## src/rtl/ds_decode_pipe.sv

```systemverilog
// ds_decode_pipe
// Decodes DS-form doubleword load/store instructions (primary opcodes 58 and
// 62) into micro-ops. There is a single registered output stage with a
// valid/ready handshake. Store Quadword can optionally be cracked into two
// doubleword stores that are emitted on consecutive handshakes.
//
// Ports
//   clock_i, reset_i        clock; synchronous active-high reset
//   enable_i, instruction_i incoming instruction (big-endian bit numbering)
//   stall_o                 instruction not accepted this cycle
//   ready_i                 downstream accepts the current micro-op
//   enable_o                micro-op valid
//   reg1_o, reg2_o          RT/RS and RA
//   reg2ValOrZero_o         RA==0 reads as literal zero
//   imm_o                   sign-extended displacement (+8 for the 2nd STQ half)
//   opSel_o                 0 LD, 1 LDU, 2 LWA, 3 STD, 4 STDU, 5 STQ
//   uopIdx_o, lastUop_o     micro-op index, last micro-op of instruction
//   illegal_o               invalid encoding (routed to the trap unit)
//   functionalUnitCode_o    dispatch target
module ds_decode_pipe #(
    parameter int opcodeWidth      = 6,
    parameter int regWidth         = 5,
    parameter int immWidth         = 14,
    parameter int instructionWidth = 32,
    parameter int dataWidth        = 64,
    parameter int unitCodeWidth    = 3,
    parameter int LdStUnitCode     = 2,
    parameter int TrapUnitCode     = 4,
    parameter bit CRACK_STQ        = 1'b1
) (
    input  logic                        clock_i,
    input  logic                        reset_i,
    input  logic                        enable_i,
    input  logic [instructionWidth-1:0] instruction_i,
    output logic                        stall_o,
    input  logic                        ready_i,
    output logic                        enable_o,
    output logic [regWidth-1:0]         reg1_o,
    output logic [regWidth-1:0]         reg2_o,
    output logic                        reg2ValOrZero_o,
    output logic [dataWidth-1:0]        imm_o,
    output logic [2:0]                  opSel_o,
    output logic                        uopIdx_o,
    output logic                        lastUop_o,
    output logic                        illegal_o,
    output logic [unitCodeWidth-1:0]    functionalUnitCode_o
);

    localparam logic [2:0] OP_LD   = 3'd0;
    localparam logic [2:0] OP_LDU  = 3'd1;
    localparam logic [2:0] OP_LWA  = 3'd2;
    localparam logic [2:0] OP_STD  = 3'd3;
    localparam logic [2:0] OP_STDU = 3'd4;
    localparam logic [2:0] OP_STQ  = 3'd5;

    // Field positions, counted down from the MSB (instruction bit 0).
    localparam int RT_HI = instructionWidth - 1 - opcodeWidth;
    localparam int RA_HI = RT_HI - regWidth;
    localparam int DS_HI = RA_HI - regWidth;

    typedef struct packed {
        logic [regWidth-1:0]      reg1;
        logic [regWidth-1:0]      reg2;
        logic                     reg2_zero;
        logic [dataWidth-1:0]     imm;
        logic [2:0]               op_sel;
        logic                     uop_idx;
        logic                     last_uop;
        logic                     illegal;
        logic [unitCodeWidth-1:0] unit;
    } uop_t;

    typedef enum logic {IDLE, CRACK} state_t;

    state_t state_q, state_d;
    uop_t   out_q, dec;
    logic   enable_q;

    logic [opcodeWidth-1:0] opc;
    logic [regWidth-1:0]    rt, ra;
    logic [immWidth-1:0]    ds;
    logic [1:0]             xo;
    logic [2:0]             sel;
    logic                   bad, stq_crack;
    logic                   consumed, accept, load_new, load_uop1;

    assign opc = instruction_i[instructionWidth-1 -: opcodeWidth];
    assign rt  = instruction_i[RT_HI -: regWidth];
    assign ra  = instruction_i[RA_HI -: regWidth];
    assign ds  = instruction_i[DS_HI -: immWidth];
    assign xo  = instruction_i[1:0];

    // Opcode/XO decode plus the register-field legality rules.
    always_comb begin
        sel = OP_LD;
        bad = 1'b0;
        if (opc == opcodeWidth'(58)) begin
            case (xo)
                2'd0:    sel = OP_LD;
                2'd1:    sel = OP_LDU;
                2'd2:    sel = OP_LWA;
                default: bad = 1'b1;
            endcase
        end else if (opc == opcodeWidth'(62)) begin
            case (xo)
                2'd0:    sel = OP_STD;
                2'd1:    sel = OP_STDU;
                2'd2:    sel = OP_STQ;
                default: bad = 1'b1;
            endcase
        end else begin
            bad = 1'b1;
        end
        // Update forms need a real base register; LDU cannot target its base.
        if ((sel == OP_LDU || sel == OP_STDU) && ra == '0) bad = 1'b1;
        if (sel == OP_LDU && ra == rt)                      bad = 1'b1;
        // STQ writes an even/odd register pair.
        if (sel == OP_STQ && rt[0])                         bad = 1'b1;
    end

    assign stq_crack = CRACK_STQ && !bad && sel == OP_STQ;

    always_comb begin
        dec           = '0;
        dec.reg1      = rt;
        dec.reg2      = ra;
        dec.reg2_zero = (sel == OP_LD) || (sel == OP_LWA) || (sel == OP_STD) || (sel == OP_STQ);
        dec.imm       = {{(dataWidth-immWidth-2){ds[immWidth-1]}}, ds, 2'b00};
        dec.op_sel    = bad ? OP_LD : (stq_crack ? OP_STD : sel);
        dec.uop_idx   = 1'b0;
        dec.last_uop  = !stq_crack;
        dec.illegal   = bad;
        dec.unit      = bad ? unitCodeWidth'(TrapUnitCode) : unitCodeWidth'(LdStUnitCode);
    end

    // Handshake and crack sequencing.
    always_comb begin
        state_d   = state_q;
        load_new  = 1'b0;
        load_uop1 = 1'b0;
        consumed  = enable_q && ready_i;
        stall_o   = (state_q == CRACK) || (enable_q && !ready_i);
        accept    = enable_i && !stall_o;
        case (state_q)
            IDLE: begin
                if (accept) begin
                    load_new = 1'b1;
                    if (stq_crack) state_d = CRACK;
                end
            end
            CRACK: begin
                if (consumed) begin
                    load_uop1 = 1'b1;
                    state_d   = IDLE;
                end
            end
            default: state_d = IDLE;
        endcase
    end

    always_ff @(posedge clock_i) begin
        if (reset_i) begin
            state_q  <= IDLE;
            enable_q <= 1'b0;
            out_q    <= '0;
        end else begin
            state_q <= state_d;
            if (load_uop1) begin
                // Second half of STQ: next register of the pair, next doubleword.
                out_q.reg1     <= out_q.reg1 + regWidth'(1);
                out_q.imm      <= out_q.imm + dataWidth'(8);
                out_q.uop_idx  <= 1'b1;
                out_q.last_uop <= 1'b1;
            end else if (load_new) begin
                out_q    <= dec;
                enable_q <= 1'b1;
            end else if (consumed) begin
                enable_q <= 1'b0;
            end
        end
    end

    assign enable_o             = enable_q;
    assign reg1_o               = out_q.reg1;
    assign reg2_o               = out_q.reg2;
    assign reg2ValOrZero_o      = out_q.reg2_zero;
    assign imm_o                = out_q.imm;
    assign opSel_o              = out_q.op_sel;
    assign uopIdx_o             = out_q.uop_idx;
    assign lastUop_o            = out_q.last_uop;
    assign illegal_o            = out_q.illegal;
    assign functionalUnitCode_o = out_q.unit;

endmodule

```

## config.mk

```make
export PLATFORM = sky130hd
export DESIGN_NAME = ds_decode_pipe
export DESIGN_NICKNAME = d
export VERILOG_FILES = /design/src/rtl/ds_decode_pipe.sv
export SDC_FILE = /design/constraint.sdc
export NUM_CORES = 1
export LEC_CHECK = 0
export CAP_MARGIN = 20
export CORE_ASPECT_RATIO = 1.1
export CORE_UTILIZATION = 49
export DETAILED_ROUTE_END_ITERATION = 8
export GPL_TIMING_DRIVEN = 0
export HOLD_SLACK_MARGIN = 0.12
export PLACE_DENSITY_LB_ADDON = 0.15
export SKIP_LAST_GASP = 1
export SYNTH_ARGS = -nofsm -noshare
export SYNTH_HDL_FRONTEND = slang
export SYNTH_SLANG_ARGS = --single-unit
```

## constraint.sdc

```tcl
create_clock -name clock_i -period 2.8 [get_ports clock_i]
set_input_delay 0.56 -clock clock_i [delete_from_list [all_inputs] [get_ports clock_i]]
set_output_delay 0.56 -clock clock_i [all_outputs]
set_load 0.02 [all_outputs]
```

==> results by group <==
Power
  – Leak pwr: 2.132 nW
  – VDD IR max: 0.2380 mV
  – Pwr dens: 442.5 mW/mm^2
  – Power Total: 2.740 mW

Timing
  – TNS Setup: 0 ns
  – Fin. max-slew vios: 0
  – Worst slew margin: 0.4093
  – Setup violators final: 0
  – Final Skew: 0.01077 ns
  – Min Tclk post-route: 2.635 ns
  – Fin. Hold Viols: 0
  – Worst Tran Pin Value: 0.8779 ns
  – Peak Freq: 379.5 MHz
  – Fin crit share: 0.9411
  – RSZ-0062 raised after global routing: no
  – Hold slack: 0.4593 ns

Clocking
  – Clock slew at reported path FFs: 0.08 ns
  – Clk root buf: clkbuf_8
  – Clock Tree Buf Depth: 2
  – TritonCTS buffer count: 9
  – Htree depth: 3
  – Hold-fix buffers, CTS: 0
  – Clock Sinks: 82
  – Clk_lat worst skew: 0.38 ns
  – CTS tree: yes

Synthesis
  – Mapped Avg Cell Area: 7.675 um^2
  – Post-synthesis cell area: 0.004643 mm^2
  – Ranking of synthesized cells by area: dfxtp_1 (35%), a21oi_1 (6.3%), nand2_1 (4.7%)
  – Syn Inst Count: 605
  – Asr flop ratio synth: 0
  – EDFF count, synth: 0
  – Synth top area share: 0.3535
  – Main synth FF type: dfxtp_1
  – YS warnings: 0
  – Post-synthesis cell type count: 67
  – Cell taking the most area after synthesis: dfxtp_1
  – Flop and latch count out of synthesis: 82
  – Register area share after synthesis: 0.3535

Cells and area
  – Area grow syn2layout: 33.36%
  – Post-Layout Inst Area: 0.006192 mm^2
  – Post-layout nets: 782
  – Ant diodes: 0
  – Final core area utilization: 0.6874
  – Most frequent cells in the layout: clkdlybuf4s50_1 (118), dfxtp_1 (81), nand2_1 (58), a21oi_1 (58), nor2_1 (48)
  – Layout cells sized above 1: 0.06334
  – Most common cell after layout, fill and taps aside: clkdlybuf4s50_1

Min path
  – HP Class: reg2reg

Critical path
  – Worst path slowest cell: clkbuf_1
  – Critical Path, Cell by Cell: clkdlybuf4s50_1 -> nand3_1 -> clkbuf_1 -> clkbuf_1 -> o21ai_0 -> a221oi_1 -> nor2_1
  – CP max FO: 10
  – Critical path arrival: 2.87 ns
  – Critical path's largest stage delay: 0.52 ns
  – Worst path required time: 3.04 ns
  – Crit end category: register
  – CP most frequent cell: clkbuf_1
  – CP delay by family, top: buffers and inverters
  – Critical setup path kind: in2reg
  – Critical Path Source Type: input pin
  – WP buf/inv: 3

Detailed routing
  – Drt wl/cell: 19.49 um
  – DRC Markers: 0
  – Vias per cell: 6.498
  – Routed Antenna Nets: 0
  – Drt pass-1 iters: 5
  – DRT iter0 DRCs: 420
  – Via count: 5562
  – Final WL: 16.68 mm

Global routing
  – Largest net degree at the start of global routing: 13
  – GRT overflow: 0
  – Vias in the first global route: 5050
  – First-pass GRT wire length: 25.67 mm
  – Initial antenna violation count: 0
  – GR Util All Layers: 0.3356

Placed design
  – Buffers on Ports: 118
  – Placer Congestion: 0.9655
  – Placement Cell Area: 0.005974 mm^2
  – Post-DP HPWL: 11.88 mm

Floorplanning
  – Starting Density: 0.5154
  – I/O pins: 122
  – Core area: 0.009009 mm^2
  – Die Area: 0.009870 mm^2
  – Die height: 104.1 um
  – Chip width: 94.82 um
  – Site Rows: 36

Outcome
  – Status: finished, final reports clean

Run
  – Max Cap Viol: 0
sequential cells by signal, summed over array words and instances (netlist names):
register              flops
imm_o                    62
reg1_o                    5
reg2_o                    5
opSel_o                   3
functionalUnitCode_o      2
enable_o                  1
lastUop_o                 1
reg2ValOrZero_o           1
state_q                   1
uopIdx_o                  1
power breakdown:
group | internal, mW | switching, mW
sequential | 1.24 | 0.0940
clock | 0.412 | 0.452
combinational | 0.251 | 0.294
stage by stage:
stage	worst slack (ns)	instances
floorplan	0.3467	607
global placement	-0.4428	839
detailed placement	-0.5376	839
CTS	0.04752	854
global route	0.01919	856
finish	0.1650	856
path summary, 6_finish.rpt:
kind	startpoint	end	slack (ns)	cells after the start
min	reg2_o[2]	reg2_o[2]	0.46	2
min reg2reg	reg2_o[2]	reg2_o[2]	0.46	2
max reg2reg	imm_o[30]	imm_o[63]	0.21	7
max	ready_i	imm_o[44]	0.17	7
worst reg2reg max path: cells and delay by family, from the launching register on:
family / cells / cell delay [ns]
DFF: 1 / 0.45
and+or+nand+nor: 4 / 1.37
xor gates and xnor gates: 1 / 0.21
AOI/OAI and AO/OA: 1 / 0.10
buffers and inverters: 1 / 0.32
logic make-up (layout without fill, tap and decap cells):
group                    count (synthesis)  after routing  synth area share
multiplexers                             7              7           0.01590
adder cells (fa/ha/maj)                  8              8           0.02156
buffers and inverters                   60            195           0.05281
other                                    1              3         0.0008076
AND/OR/NAND/NOR                        253            253            0.2867
XOR/XNOR                                 7              7           0.01320
AO/OA/AOI/OAI                          187            187            0.2555
flip-flops                              82             82            0.3535
final cells by class:
type	instances	area, um^2
Timing Repair Buffer	120	1196
Clock buffer	13	178.9
Buffer	46	195.2
Clock inverter	2	10.01
Sequential cell	82	1643
Multi-Input combinational cell	465	2774
Tap cell	114	142.6
Fill cell	797	2816
Inverter	14	52.55
Yosys cell counts (7+ instances only):
cell type	number
nor2_1	50
o311ai_0	8
o21ai_0	43
dfxtp_1	82
inv_1	14
and3_1	12
nand2_1	58
nand4_1	17
nor4_1	10
nand3_1	36
a221oi_1	8
a31oi_1	19
ha_1	8
a311oi_1	8
a21oi_1	58
nor3_1	22
and4_1	10
or3_1	7
clkbuf_1	37
what timing repair did:
action | CTS | global route
gates resized for setup | 1 | 8
setup buffers | 0 | 2
pin swaps | 0 | 2
endpoints found under the setup margin | 10 | 27
endpoints found under the hold margin | 0 | 0
routing by layer:
metal,global-route usage,vias up,part of all wire
met5,0,-,0
met4,0.1710,0,0.038
met2,0.5498,375,0.48
met3,0.05409,54,0.098
met1,0.4178,2588,0.39
li1,-,2545,-
Note: power is estimated with default switching activity, not from simulation.
